[config.mk]
export PLATFORM = sky130hd
export DESIGN_NAME = updown_sweep_ctrl
export DESIGN_NICKNAME = d
export VERILOG_FILES = /design/src/rtl/updown_pkg.sv /design/src/rtl/updown_sweep_ctrl.sv
export SDC_FILE = /design/constraint.sdc
export NUM_CORES = 1
export LEC_CHECK = 0
export BUFFER_PORTS_ARGS = -buffer_cell sky130_fd_sc_hd__buf_4
export CAP_MARGIN = 20
export CORE_AREA = 2 2 48 61
export CTS_BUF_LIST = sky130_fd_sc_hd__clkbuf_16
export CTS_CLUSTER_SIZE = 24
export DETAILED_ROUTE_END_ITERATION = 12
export DIE_AREA = 0 0 50 63
export PLACE_DENSITY = 0.79
export SYNTH_ARGS = -nofsm -noshare
export SYNTH_HDL_FRONTEND = slang
export SYNTH_SLANG_ARGS = --single-unit
[constraint.sdc]
create_clock -name clk -period 2.1 [get_ports clk]
set_input_delay 0.105 -clock clk [delete_from_list [all_inputs] [get_ports clk]]
set_output_delay 0.105 -clock clk [all_outputs]
set_load 0.01 [all_outputs]
[src/rtl/updown_pkg.sv]
// updown_pkg: shared encodings for the updown counter and its sweep sequencer
package updown_pkg;
    localparam int   DEF_W   = 4;
    localparam logic CTRL_UP = 1'b1;
    localparam logic CTRL_DN = 1'b0;
    typedef enum logic [2:0] {
        IDLE = 3'd0,
        LOAD = 3'd1,
        UP   = 3'd2,
        DOWN = 3'd3,
        DONE = 3'd4
    } state_t;
endpackage

[src/rtl/updown_sweep_ctrl.sv]
// updown_sweep_ctrl: drives an updown counter through n lo->hi->lo sweeps
module updown_sweep_ctrl
    import updown_pkg::*;
#(
    parameter int W = DEF_W,
    parameter int N = 4
) (
    input  logic         clk,
    input  logic         rst,
    input  logic         start,
    input  logic         abort,
    input  logic [W-1:0] lo,
    input  logic [W-1:0] hi,
    input  logic [N-1:0] n_sweeps,
    input  logic [W-1:0] count,
    output logic         ctr_load,
    output logic [W-1:0] ctr_data,
    output logic         ctr_control,
    output logic         busy,
    output logic         done,
    output logic         err
);
    state_t       state, state_nx;
    logic [W-1:0] lo_q, hi_q;
    logic [N-1:0] n_q, sweeps;
    logic         done_q, err_q;
    logic         idle_start, range_ok, accept, top_hit, bot_hit, last;

    assign idle_start = state == IDLE && start;
    assign range_ok   = hi > lo;
    assign accept     = idle_start && range_ok && n_sweeps != '0;
    // reversal is decided one count early so the counter never overshoots a bound
    assign top_hit    = count == hi_q - 1'b1;
    assign bot_hit    = count == lo_q + 1'b1;
    assign last       = sweeps + 1'b1 == n_q;

    assign busy        = state == LOAD || state == UP || state == DOWN;
    assign ctr_load    = !(state == UP || state == DOWN);
    assign ctr_data    = lo_q;
    assign ctr_control = state == UP ? CTRL_UP : CTRL_DN;
    assign done        = state == DONE || done_q;
    assign err         = err_q;

    // state register, request latches, sweep counter and one-cycle status pulses
    always_ff @(posedge clk) begin
        if (!rst) begin
            state  <= IDLE;
            lo_q   <= '0;
            hi_q   <= '0;
            n_q    <= '0;
            sweeps <= '0;
            done_q <= 1'b0;
            err_q  <= 1'b0;
        end else begin
            state  <= state_nx;
            done_q <= idle_start && range_ok && n_sweeps == '0;
            err_q  <= idle_start && !range_ok;
            if (idle_start && range_ok)
                lo_q <= lo;
            if (accept) begin
                hi_q   <= hi;
                n_q    <= n_sweeps;
                sweeps <= '0;
            end else if (state == DOWN && bot_hit && !abort) begin
                sweeps <= sweeps + 1'b1;
            end
        end
    end

    // next state; abort overrides any transition while busy
    always_comb begin
        state_nx = state;
        case (state)
            IDLE:    if (accept) state_nx = LOAD;
            LOAD:    state_nx = UP;
            UP:      if (top_hit) state_nx = DOWN;
            DOWN:    if (bot_hit) state_nx = last ? DONE : UP;
            DONE:    state_nx = IDLE;
            default: state_nx = IDLE;
        endcase
        if (abort && busy)
            state_nx = IDLE;
    end
endmodule
==> results of run 1 <==
area by class of cell:
class / count / area, µm² / area share
clock inverter: 1 / 3.754 / 0.002461
multi-input combinational: 107 / 735.7 / 0.4824
timing repair buffer: 28 / 210.2 / 0.1378
tap: 34 / 42.54 / 0.02789
sequential: 21 / 420.4 / 0.2756
inverter: 10 / 37.54 / 0.02461
clock buffer: 3 / 75.07 / 0.04922
how the worst max path moves through the flow:
stage | end | slack (ns) | cells past startpoint
final | sweeps[3]$_SDFFE_PP0P_ | 0.32 | 5
after global routing | hi_q[0]$_SDFFE_PN0P_ | 0.11 | 5
after CTS | sweeps[3]$_SDFFE_PP0P_ | 0.30 | 5
after detailed placement | n_q[2]$_SDFFE_PN0P_ | 0.25 | 8
after global placement | state[0]$_SDFFE_PP0P_ | 0.30 | 8
after floorplan | state[1]$_SDFFE_PP0P_ | 0.47 | 6
cells in the final DEF (no fill, tap or decap), drive strengths merged, types with 2 or more instances in the layout:
master / count
o21ai: 9
nor3: 6
buf: 28
dfxtp: 21
ha: 7
nor2: 8
nand3: 9
a31oi: 2
or4: 2
inv: 11
clkbuf: 3
xnor2: 14
xor2: 4
nor4: 3
a21oi: 15
nand2: 12
metal layers:
layer,vias to the layer above,GRT usage
li1,553,-
met1,504,0.2003
met2,46,0.3207
met3,14,0.01435
met4,0,0.1528
met5,-,0
logic make-up (layout without fill, tap and decap cells):
family | count (synthesis) | in the layout | synth area share
AOI/OAI and AO/OA | 32 | 32 | 0.1577
xor gates and xnor gates | 19 | 19 | 0.1485
adders and majority gates | 7 | 7 | 0.07216
buffers and inverters | 13 | 42 | 0.04742
DFF | 21 | 21 | 0.3464
muxes | 1 | 1 | 0.008248
and+or+nand+nor | 48 | 48 | 0.2196
power breakdown:
| group | internal, mW | switching [mW] |
|---|---|---|
| logic | 0.0914 | 0.0988 |
| registers | 0.416 | 0.0167 |
| clock network | 0.254 | 0.141 |
| total | 0.761 | 0.256 |
registers in the layout, summed over array words and instances (netlist names):
signal and cells:
hi_q 4, sweeps 4, err 1, ctr_data 4, done_q 1, state 3, n_q 4
stage by stage:
step                      cells    util  hold WS [ns]
final                       204  0.5863        0.1098
after global routing        204  0.5863        0.1173
after CTS                   204  0.5863        0.1090
after detailed placement    200  0.5560        0.3701
after global placement      200  0.5560        0.3655
after floorplan             141       -        0.2410
worst register-to-register path: stages, from the launching register on:
cell                      delay [ns]
sky130_fd_sc_hd__dfxtp_1        0.35
sky130_fd_sc_hd__nor4b_1        0.32
sky130_fd_sc_hd__inv_1          0.14
sky130_fd_sc_hd__a211o_1        0.42
sky130_fd_sc_hd__o21ai_1        0.33
sky130_fd_sc_hd__nor2_1         0.09
==> flow_summary_export.csv, run 1 <==
group,metric,value,unit
final_layout,post-route-cell-area,1525,µm²
logic_synthesis,synth.most_common_cell,"sky130_fd_sc_hd__dfxtp_1",
routing,detail_route.wirelength,2.727,mm
placed_design,dp_slack,0.2474,ns
min_path,timing.hold.worst_path_depth,2,
routing,detail_route.iter0.violations,40,
clocking,numClockSinks,21,
final_layout,areaGrowthSynthToFinish,25.67,%
clocking,cts_tree,"done",
routing,post_drt_wl_per_cell,13.37,µm
clocking,clkLatencyLatePin,0.25,ns
critical_path,crit_path_start_kind,"flip-flop",
timing,slew-limit-headroom,0.4808,
floorplan,placeable_core_area,2601,µm²
logic_synthesis,synth_edf_count,0,
critical_path,setup.reg_to_reg.worst_slack,0.32,ns
logic_synthesis,synth.yosys.seq_area_share,0.3464,
critical_path,setup.worst_path.end_class,"flip-flop",
logic_synthesis,yosys.area.top_type_share,0.3464,
final_layout,nNetsFinal,198,
grt,antenna_found_initial,0,
grt,total_routing_usage_gr,0.1861,
critical_path,crit_path_max_delay_cell_type,"sky130_fd_sc_hd__a211o_1",
critical_path,critical_path.startpoint,"state[1]$_SDFFE_PP0P_",
final_layout,final.fill_count,220,
clocking,ctsHoldBuffers,0,
grt,global_route_wire_length_before_repair,4.540,mm
pwr,leakage,0.6305,nW
grt,pin_count_of_the_biggest_net_entering_global_routing,17,
logic_synthesis,synthesis.yosys.warnings,0,
logic_synthesis,async_reset_ff_frac,0,
critical_path,crit_reg_reg_startpoint,"state[1]$_SDFFE_PP0P_",
min_path,worstHoldPathType,"input port to flip-flop",
timing,final.setup.tns,0,ns
timing,rsz_0062_raised_after_global_routing,"false",
logic_synthesis,synth_cells,141,
clocking,cts_h_tree_depth,1,
critical_path,cpLargestDelayFamily,"compound AO/OA/AOI/OAI gates",
clocking,clock_path_buffers,2,
pwr,totalPowerFinal,1.017,mW
timing,fin_worst_skew,0.003563,ns
critical_path,crit_path_max_fanout,15,
final_layout,post_route_cells_drive_above_1_share,0.2235,
timing,max_clock_freq,560.9,MHz
floorplan,floorplan_die_area,3150,µm²
placed_design,dp_area,1446,µm²
final_layout,antenna-diode-count,0,
floorplan,placement_rows,21,
floorplan,die_width,50,µm
routing,dr_total_vias,1117,
logic_synthesis,syn_nets,168,
grt,first_global_vias,1126,
logic_synthesis,synth_area_leaders,"sky130_fd_sc_hd__dfxtp_1, sky130_fd_sc_hd__xnor2_1, sky130_fd_sc_hd__ha_1, sky130_fd_sc_hd__a21oi_1, sky130_fd_sc_hd__nand2_1",
placed_design,io_buffers,28,
pwr,worst_ir_drop_vdd,0.4143,mV
routing,met2RoutedLength,1.412,mm
logic_synthesis,postSynthAreaPerCell,8.608,µm²
logic_synthesis,netlist_area,1214,µm²
routing,wl_met3,126,µm
routing,wl_met1,1.053,mm
clocking,postCtsResizedCells,0,
status,outcome,"finished, final reports clean",
min_path,timing.hold.worst.start,"rst",
pwr,power.density_cell_area,667.1,nW/µm²
timing,timing_hold_violations_final,0,
placed_design,post_dp_hpwl,2.219,mm
floorplan,starting_density_of_the_core,0.4666,
logic_synthesis,postSynthRegisterBits,21,
logic_synthesis,synth.largest_area_cell,"sky130_fd_sc_hd__dfxtp_1",
floorplan,ports_placed_on_the_boundary,29,
clocking,clk_root_buffer_cell,"sky130_fd_sc_hd__clkbuf_16",
min_path,worst_hold_path.endpoint,"state[2]$_SDFFE_PP0P_",
timing,final_slew_violations,0,
critical_path,cp_data_required_time,2.23,ns
clocking,cts_made_buffers,3,
critical_path,timing.critical_path.cells,"nor4b_1, inv_1, a211o_1, o21ai_1, nor2_1",
timing,actual_slew_at_the_worst_max_slew_pin,0.7723,ns
routing,maxUsedRoutingLayer,"met4",
routing,drt_drc_violations_left,0,
logic_synthesis,ys_top_cells_by_count,"sky130_fd_sc_hd__dfxtp_1, sky130_fd_sc_hd__a21oi_1, sky130_fd_sc_hd__xnor2_1",
timing,worst_slack,0.3171,ns
logic_synthesis,synth_unique_cells,37,
critical_path,r2r.worst_path.cells,5,
routing,viasPerCell,5.475,
run,drv.max_cap_violation_count,0,
timing,period_share,0.8490,
clocking,cts.reportedPaths.clkPinSlew,0.06,ns
timing,report.final.setup_viol,0,
logic_synthesis,most_frequently_used_flop_master_after_synthesis,"sky130_fd_sc_hd__dfxtp_1",
grt,gr-total-overflow,0,
critical_path,timing.critical_path.arrival,1.92,ns
floorplan,floorplan.die.height,63,µm
timing,layout_min_cycle_time,1.783,ns
routing,first_pass_iters,4,
clocking,cts.repair_timing.setup_buffer_count,0,
critical_path,capturing_point_of_the_worst_reg2reg_path,"sweeps[3]$_SDFFE_PP0P_",
placed_design,gp_routability_congestion,0.8359,
critical_path,criticalPathCategory,"flip-flop to flip-flop",
critical_path,worst-path-buf-inv,1,
critical_path,worst_path_largest_cell_delay,0.42,ns
routing,detail-route-antenna-nets,0,
Note: power is estimated with default switching activity, not from simulation.
==> inputs of run 2 (changes only) <==
Settings changed: CORE_AREA 2 2 48 61 to 2 2 49 62, DIE_AREA 0 0 50 63 to 0 0 51 64.
Clock period 2.1 ns to 1.5 ns, I/O delays scaled along.
==> flow_summary_export.csv, run 2 (synthesis results as in run 1) <==
group,metric,value,unit
status,outcome,"finished, violations left",
status,violations,"negative setup slack",
final_layout,areaGrowthSynthToFinish,57.42,%
grt,antenna_found_initial,0,
timing,report.final.setup_viol,13,
routing,viasPerCell,5.542,
placed_design,io_buffers,28,
timing,final.setup.tns,-0.3483,ns
timing,max_clock_freq,634.1,MHz
floorplan,die_width,51,µm
timing,holdWs,0.08253,ns
clocking,cts.reportedPaths.clkPinSlew,0.06,ns
clocking,cts_made_buffers,3,
clocking,cts_h_tree_depth,1,
critical_path,cp_data_required_time,1.64,ns
final_layout,multi_input_area,935.9,µm²
routing,detail-route-antenna-nets,0,
final_layout,nNetsFinal,219,
clocking,clkLatencyLatePin,0.25,ns
critical_path,crit_path_start_kind,"flip-flop",
grt,gr-total-overflow,0,
final_layout,register_area,425.4,µm²
critical_path,criticalPathCategory,"flip-flop to flip-flop",
routing,drt_drc_violations_left,0,
floorplan,starting_density_of_the_core,0.4573,
floorplan,floorplan_die_area,3264,µm²
placed_design,gp_routability_congestion,0.7991,
run,drv.max_cap_violation_count,0,
floorplan,placement_rows,21,
timing,period_share,1.051,
timing,final_slew_violations,0,
grt,first_global_vias,1182,
placed_design,dp_slack,-0.2207,ns
routing,post_drt_wl_per_cell,15.56,µm
clocking,numClockSinks,21,
placed_design,post_dp_hpwl,2.307,mm
clocking,clk_root_buffer_cell,"sky130_fd_sc_hd__clkbuf_16",
routing,dr_total_vias,1247,
pwr,worst_ir_drop_vdd,0.7284,mV
routing,first_pass_iters,4,
timing,rsz_0062_raised_after_global_routing,"true",
timing,slew-limit-headroom,0.8008,
pwr,leakage,0.7934,nW
critical_path,timing.critical_path.arrival,1.72,ns
final_layout,mostFrequentLayoutCells,"sky130_fd_sc_hd__buf_4, sky130_fd_sc_hd__dfxtp_1, sky130_fd_sc_hd__xnor2_1, sky130_fd_sc_hd__a21oi_1",
routing,detail_route.iter0.violations,28,
grt,global_route_wire_length_before_repair,5.195,mm
routing,detail_route.wirelength,3.500,mm
final_layout,antenna-diode-count,0,
timing,timing_hold_violations_final,0,
final_layout,post_route_cells_drive_above_1_share,0.4607,
timing,fin_worst_skew,0.004785,ns
timing,layout_min_cycle_time,1.577,ns
grt,total_routing_usage_gr,0.2073,
timing,worst_slack,-0.07698,ns
final_layout,final.fill_count,185,
floorplan,placeable_core_area,2654,µm²
floorplan,ports_placed_on_the_boundary,29,
critical_path,crit_path_max_fanout,8,
pwr,power.density_cell_area,833.1,nW/µm²
min_path,worstHoldPathType,"input port to flip-flop",
clocking,cts_tree,"done",
final_layout,final_common_cell,"sky130_fd_sc_hd__buf_4",
clocking,ctsHoldBuffers,0,
grt,pin_count_of_the_biggest_net_entering_global_routing,16,
critical_path,setup.worst_path.end_class,"flip-flop",
floorplan,floorplan.die.height,64,µm
clocking,clock_path_buffers,2,
timing,actual_slew_at_the_worst_max_slew_pin,0.2986,ns
[run 2: per-stage QoR]
step | total power [mW] | instance area, µm² | std cells | util
detailed placement | 0.9254 | 1582 | 217 | 0.5959
global placement | 0.9129 | 1582 | 217 | 0.5959
CTS | 1.494 | 1707 | 221 | 0.6431
floorplan | 0.7873 | 1221 | 141 | -
finish | 1.592 | 1911 | 225 | 0.7199
global route | 1.661 | 1911 | 225 | 0.7199
[run 2: per-layer routing]
layer / GRT usage / wire length, µm
met4: 0.08446 / 82
met2: 0.3945 / 2010
met1: 0.2221 / 1270
met3: 0.02570 / 137
met5: 0 / 0
[run 2: layout make-up]
type | instances | area share
multi-input cells | 107 | 0.4899
flip-flops and latches | 21 | 0.2227
repair buffers | 49 | 0.2043
clock buffers | 3 | 0.03929
well taps | 34 | 0.02227
inverters | 10 | 0.01965
clock inverters | 1 | 0.001965
[run 2: worst paths after layout]
| check | start | endpoint | slack (ns) | cells after the start |
|---|---|---|---|---|
| worst max register to register | state[0]$_SDFFE_PP0P_ | hi_q[0]$_SDFFE_PN0P_ | -0.08 | 6 |
| worst min register to register | n_q[3]$_SDFFE_PN0P_ | n_q[3]$_SDFFE_PN0P_ | 0.48 | 2 |
| worst min-delay path | lo[1] | ctr_data[1]$_SDFFE_PN0P_ | 0.08 | 3 |
| worst max-delay path | state[0]$_SDFFE_PP0P_ | hi_q[0]$_SDFFE_PN0P_ | -0.08 | 6 |
[run 2: where the power goes]
part	switching, mW	internal [mW]
registers	0.0220	0.584
logic	0.213	0.220
clock network	0.197	0.355
total	0.432	1.16
[run 2: repair_timing]
item | in CTS | in global routing
resized for setup | 9 | 41
cloned | 0 | 0
setup buffers | 0 | 4
endpoints found under the hold margin | 0 | 0
setup endpoints to repair | 19 | 19
pin swaps | 3 | 21
[run 2: worst max-delay path, cell delays in order, from the launching register on]
cell and delay (ns):
sky130_fd_sc_hd__dfxtp_2 0.33, sky130_fd_sc_hd__nor4b_4 0.30, sky130_fd_sc_hd__inv_2 0.08, sky130_fd_sc_hd__a211o_4 0.37, sky130_fd_sc_hd__buf_6 0.16, sky130_fd_sc_hd__o21ai_2 0.14
sky130_fd_sc_hd__a21oi_1 0.09
